[config.mk]
export PLATFORM = sky130hd
export DESIGN_NAME = instr_fetch_unit
export DESIGN_NICKNAME = d
export VERILOG_FILES = /design/src/rtl/instr_fetch_unit.sv
export SDC_FILE = /design/constraint.sdc
export NUM_CORES = 1
export LEC_CHECK = 0
export CAP_MARGIN = 10
export CORE_MARGIN = 2
export CORE_UTILIZATION = 47
export CTS_CLUSTER_SIZE = 16
export DETAILED_ROUTE_END_ITERATION = 8
export GPL_TIMING_DRIVEN = 1
export HOLD_SLACK_MARGIN = 0.06
export PLACE_DENSITY = 0.77
export SYNTH_ARGS = -nofsm -noshare
export SYNTH_HDL_FRONTEND = slang
export SYNTH_SLANG_ARGS = --single-unit
[constraint.sdc]
create_clock -name clk -period 4 [get_ports clk]
set_input_delay 0.8 -clock clk [delete_from_list [all_inputs] [get_ports clk]]
set_output_delay 0.8 -clock clk [all_outputs]
set_load 0.01 [all_outputs]
[src/rtl/instr_fetch_unit.sv]
// Instruction fetch front end: PC ownership, credit-limited memory requests,
// in-order instruction buffer and redirect handling with wrong-path discard.
module instr_fetch_unit #(
    parameter int unsigned FIFO_DEPTH = 2,
    parameter logic [31:0] RESET_PC   = 32'h0000_0000
) (
    input  logic        clk,
    input  logic        rst_n,
    output logic        imem_req,
    output logic [31:0] imem_addr,
    input  logic        imem_gnt,
    input  logic        imem_rvalid,
    input  logic [31:0] imem_rdata,
    input  logic        redirect_valid,
    input  logic [31:0] redirect_pc,
    output logic        id_valid,
    input  logic        id_ready,
    output logic [31:0] id_instr,
    output logic [31:0] id_pc,
    output logic [6:0]  id_opcode,
    output logic [2:0]  id_funct3,
    output logic [6:0]  id_funct7
);

    localparam int unsigned PW = $clog2(FIFO_DEPTH);
    localparam int unsigned CW = PW + 1;
    localparam logic [CW:0] DEPTH_LIM = (CW+1)'(FIFO_DEPTH);
    localparam logic [31:0] NOP_INSTR = 32'h0000_0013;
    localparam logic [31:0] BOOT_PC   = {RESET_PC[31:2], 2'b00};

    typedef enum logic [1:0] {
        BOOT,
        RUN,
        FLUSH
    } state_t;

    state_t state, state_next;

    logic [31:0]   fetch_pc;
    logic [31:0]   push_pc;
    logic [31:0]   target_pc;
    logic [CW-1:0] outstanding;
    logic [CW-1:0] outstanding_next;
    logic [CW-1:0] discard;
    logic [CW-1:0] discard_next;
    logic [CW-1:0] fifo_count;
    logic [PW-1:0] rd_ptr;
    logic [PW-1:0] wr_ptr;
    logic [CW:0]   occupancy;

    logic [31:0] pc_mem    [FIFO_DEPTH];
    logic [31:0] instr_mem [FIFO_DEPTH];

    logic fifo_empty;
    logic credit;
    logic transfer;
    logic resp;
    logic push;
    logic pop;
    logic unused_redirect_bits;

    assign target_pc            = {redirect_pc[31:2], 2'b00};
    assign unused_redirect_bits = ^redirect_pc[1:0];

    assign fifo_empty = (fifo_count == '0);
    assign id_valid   = !fifo_empty && (state != BOOT) && !redirect_valid;
    assign pop        = id_valid && id_ready;

    // Credits count both buffered words and words still in flight, so a
    // response can never arrive to a full buffer.
    assign occupancy = {1'b0, outstanding} + {1'b0, fifo_count} - {{CW{1'b0}}, pop};
    assign credit    = (occupancy < DEPTH_LIM);

    assign transfer = imem_req && imem_gnt;
    assign resp     = imem_rvalid && (outstanding != '0);
    assign push     = resp && (discard == '0) && !redirect_valid;

    assign outstanding_next = outstanding + CW'(transfer) - CW'(resp);

    always_comb begin
        discard_next = discard;
        if (redirect_valid) begin
            discard_next = outstanding_next;
        end else if (resp && (discard != '0)) begin
            discard_next = discard - CW'(1);
        end
    end

    // NOTE: every output of this block is given a default first, so no path
    // through the case can leave a value unassigned and infer a latch.
    always_comb begin
        state_next = state;
        imem_req   = 1'b0;
        unique case (state)
            BOOT:  state_next = RUN;
            RUN:   imem_req   = credit;
            FLUSH: begin
                if (discard_next == '0) begin
                    state_next = RUN;
                end
            end
            default: state_next = BOOT;
        endcase
        if (redirect_valid) begin
            state_next = (outstanding_next != '0) ? FLUSH : RUN;
        end
    end

    // NOTE: state registers use non-blocking assignments so every flop
    // samples the pre-edge values regardless of statement order.
    always_ff @(posedge clk or negedge rst_n) begin
        if (!rst_n) begin
            state       <= BOOT;
            fetch_pc    <= BOOT_PC;
            push_pc     <= BOOT_PC;
            outstanding <= '0;
            discard     <= '0;
        end else begin
            state       <= state_next;
            outstanding <= outstanding_next;
            discard     <= discard_next;
            if (redirect_valid) begin
                fetch_pc <= target_pc;
                push_pc  <= target_pc;
            end else begin
                if (transfer) begin
                    fetch_pc <= fetch_pc + 32'd4;
                end
                if (push) begin
                    push_pc <= push_pc + 32'd4;
                end
            end
        end
    end

    always_ff @(posedge clk or negedge rst_n) begin
        if (!rst_n) begin
            rd_ptr     <= '0;
            wr_ptr     <= '0;
            fifo_count <= '0;
        end else if (redirect_valid) begin
            rd_ptr     <= wr_ptr;
            fifo_count <= '0;
        end else begin
            if (push) begin
                wr_ptr <= wr_ptr + PW'(1);
            end
            if (pop) begin
                rd_ptr <= rd_ptr + PW'(1);
            end
            fifo_count <= fifo_count + CW'(push) - CW'(pop);
        end
    end

    // NOTE: buffer storage has no reset; fifo_count alone says which
    // entries hold data, and the empty case is muxed to a NOP below.
    always_ff @(posedge clk) begin
        if (push) begin
            pc_mem[wr_ptr]    <= push_pc;
            instr_mem[wr_ptr] <= imem_rdata;
        end
    end

    assign imem_addr = fetch_pc;
    assign id_instr  = fifo_empty ? NOP_INSTR : instr_mem[rd_ptr];
    assign id_pc     = fifo_empty ? push_pc : pc_mem[rd_ptr];
    assign id_opcode = id_instr[6:0];
    assign id_funct3 = id_instr[14:12];
    assign id_funct7 = id_instr[31:25];

endmodule

==> results_dict.tcl <==
set metrics [dict create \
    vias 7045 \
    ys_ff_latch 194 \
    synth_cells 799 \
    htree_num_levels 4 \
    switching_power_w 0.00190 \
    multi_input_area_um2 3530 \
    syn_to_final_growth_pct 28.2 \
    dieWidth_um 145 \
    period_needed_ns 3.86 \
    antenna_left 0 \
    synth-edff-count 124 \
    port_buffers 178 \
    power.leakage_nw 4.36 \
    ys_warn_count 0 \
    setup_violations 0 \
    yosysSeqAreaShare_pct 58.5 \
    synthAdderAreaFrac_pct 1.42 \
    combinationalPowerShare_pct 29.8 \
    synth-async-reset-ratio_pct 36.1 \
    maxSlewHeadroom_pct 28.3 \
    drt_iter0_markers 612 \
    rows 51 \
    reg2reg_slack_ns 0.50 \
    syn_area_per_cell_um2 11.7 \
    cts_tree "built" \
    grt_pass1_wl_um 35300 \
    critPathRequiredTime_ns 3.20 \
    rr_endpoint "state[0]" \
    gr-total-overflow 0 \
    synth_simple_gate_area_share_pct 16.0 \
    die_height_um 145 \
    endpoint "imem_req" \
    tightestPinTransition_ns 1.07 \
    cts-root-buf "clkbuf_16" \
    synth_top_family_by_area "simple AND/OR/NAND/NOR gates" \
    endpoint_kind "primary output" \
    ir_worst_vdd_mv 0.250 \
    clkPwrFrac_pct 27.3 \
    dr.pass1.iters 6 \
    drc 0 \
    rsz0062_at_grt "no" \
    slew_violations 0 \
    coreArea_um2 19500 \
    cts_made_buffers 17 \
    final_util_pct 61.5 \
    grt_usage_pct 20.9 \
    crit_start "id_ready" \
    cpMaxStageDelayCell "clkdlybuf4s50_1" \
    finalClockSkew_ns 0.0162 \
    critPathMaxStageDelay_ns 0.49 \
    synthXorXnorAreaFrac_pct 2.53 \
    critPathKind "in2out" \
    crit_chain "clkdlybuf4s50_1, nor4b_4, ha_1, nand2b_1, fa_1, xnor2_1, nor3_1, dlygate4sd2_1" \
    worstSkewPairLatency_ns 0.43 \
    routabilityCongestion 0.837 \
    hp-class "in2async" \
    path_max_fanout 2 \
    synth_compound_area_share_pct 8.47 \
    nFillCells 1554 \
    avgRoutedWirePerCell_um 17.8 \
    reg2regPathDepth 14 \
    netSwitchingFraction_pct 31.3 \
    insertedDiodeCount 0 \
    p_seq_share_pct 42.9 \
    dpl_cell_area_um2 11400 \
    grt_pass1_vias 6799 \
    dpl.hpwl_um 14900 \
    grt_start_max_net_pins 91 \
    arrival_ns 3.06 \
    vias_per_cell 5.68 \
    postLayoutCellArea_um2 12000 \
    dieArea_um2 21100 \
    timing.rr.start "state[0]" \
    clock_path_buffers 2 \
    start_kind "primary input" \
    clk_pin_slew_ns 0.07 \
    muxShareOfSynthArea_pct 8.77 \
    final_cell_mix "clkdlybuf4s50_1, edfxtp_1, dfrtp_1" \
    max_freq_ghz 0.259 \
    pwr_density_cell_nw_per_um2 507 \
    clkSinkCount 194 \
    syn_area_um2 9360 \
    ys.flop_type "edfxtp_1" \
    wirelength_um 22100 \
    internal_power_w 0.00418 \
    nets 1043 \
    layout-drive-gt1-share_pct 9.53 \
    final_common_cell "clkdlybuf4s50_1" \
    hold_violations 0 \
    period_share_pct 96.4 \
    synth.distinct_cells 60 \
    boundaryPins 185 \
    totalPowerFinal_w 0.00608 \
    initial_utilization_pct 47.9 \
    ff_latch_area_um2 5480 \
    status "complete, no violations" \
    antenna_found_initial 0 \
    maxCapViolations 0 \
]
==> sequential cells by signal, summed over array words and instances, names as in the netlist <==
signal and cells:
push_pc 30, outstanding 2, state 2, rd_ptr 1, instr_mem 64, discard 2, fifo_count 2, wr_ptr 1
pc_mem 60, imem_addr 30
==> critical path, delay by kind of cell <==
| family | cells | cell delay (ns) |
|---|---|---|
| xor gates and xnor gates | 1 | 0.17 |
| buffers and inverters | 2 | 0.78 |
| adders and majority gates | 2 | 0.70 |
| and+or+nand+nor | 3 | 0.60 |
==> cell families (layout without fill, tap and decap cells) <==
logic type / after synthesis / count (layout)
other cells: 1 / 4
fa+ha+maj: 10 / 10
compound gates: 121 / 121
xor+xnor: 27 / 27
buf+inv: 82 / 256
mux: 80 / 80
flops: 194 / 194
simple gates: 284 / 284
==> synthesized netlist by cell type, drive strengths merged (2+ instances only) <==
master,number,share of area [%]
nor2,61,2.4
a211o,2,0.19
ha,9,1.2
o31ai,17,1.4
nor4b,2,0.19
and4,8,0.76
or3,6,0.41
nor3,30,1.6
nand3,21,1.1
a211oi,23,1.8
a31oi,16,1.1
and3,5,0.33
mux2,16,1.9
o2bb2ai,2,0.19
edfxtp,124,40
and4b,2,0.21
nand2b,9,0.60
nand2,68,2.8
xnor2,16,1.5
o21ai,42,2.2
nor4,23,1.5
clkbuf,30,1.2
nor2b,5,0.33
or2,4,0.27
a21oi,5,0.27
mux2i,64,6.8
dfrtp,70,19
nand4,18,1.6
xor2,11,1.0
buf,33,2.3
o2111ai,3,0.28
inv,19,0.76
or4,19,1.6
==> worst min-delay path by stage <==
stage	start	endpoint	slack, ns	depth (start not counted)
floorplan	push_pc[23]	pc_mem[0][23]	0.44	0
finish	rst_n	imem_addr[26]	0.25	1
CTS	rst_n	imem_addr[26]	0.25	1
global placement	state[0]	state[1]	0.54	1
detailed placement	state[0]	state[1]	0.55	1
global route	rst_n	imem_addr[23]	0.26	1
==> metal layers <==
| metal | global-route usage [%] | share of wire (%) | vias to the layer above |
|---|---|---|---|
| li1 | - | - | 3315 |
| met3 | 3.87 | 6.3 | 31 |
| met5 | 0 | 0 | - |
| met1 | 28.2 | 44 | 3418 |
| met2 | 34.8 | 48 | 281 |
| met4 | 6.08 | 1.3 | 0 |
==> final cells by class <==
cell class / instances / share of cell area [%]
Sequential cell: 194 / 45.7
Inverter: 19 / 0.594
Timing Repair Buffer: 205 / 16.9
Multi-Input combinational cell: 526 / 29.4
Tap cell: 265 / 2.76
Clock buffer: 19 / 3.61
Clock inverter: 13 / 1.13
==> metrics by stage <==
step	worst slack [ns]	hold slack [ns]	std cells	TNS (ns)
floorplan	0.124	0.440	802	0
global placement	-0.328	0.538	1208	-3.20
detailed placement	-0.346	0.551	1208	-4.32
CTS	0.0968	0.247	1240	0
global route	0.00853	0.262	1241	0
finish	0.143	0.250	1241	0
==> power groups by stage <==
stage	sequential, W	clock (W)	combinational, W
2_1_floorplan	0.00255	0	0.00108
3_3_place_gp	0.00263	0	0.00178
3_5_place_dp	0.00265	0	0.00181
4_1_cts	0.00261	0.00170	0.00183
5_1_grt	0.00264	0.00177	0.00197
6_report	0.00261	0.00166	0.00181
==> what timing repair did <==
action                                  4_1_cts  5_1_grt
buffers inserted                              0        1
hold buffers                                  0        0
gates resized for setup                       3        0
gates cloned                                  0        0
pin swaps                                     0        0
endpoints found under the setup margin        1        1
Note: power is estimated with default switching activity, not from simulation.
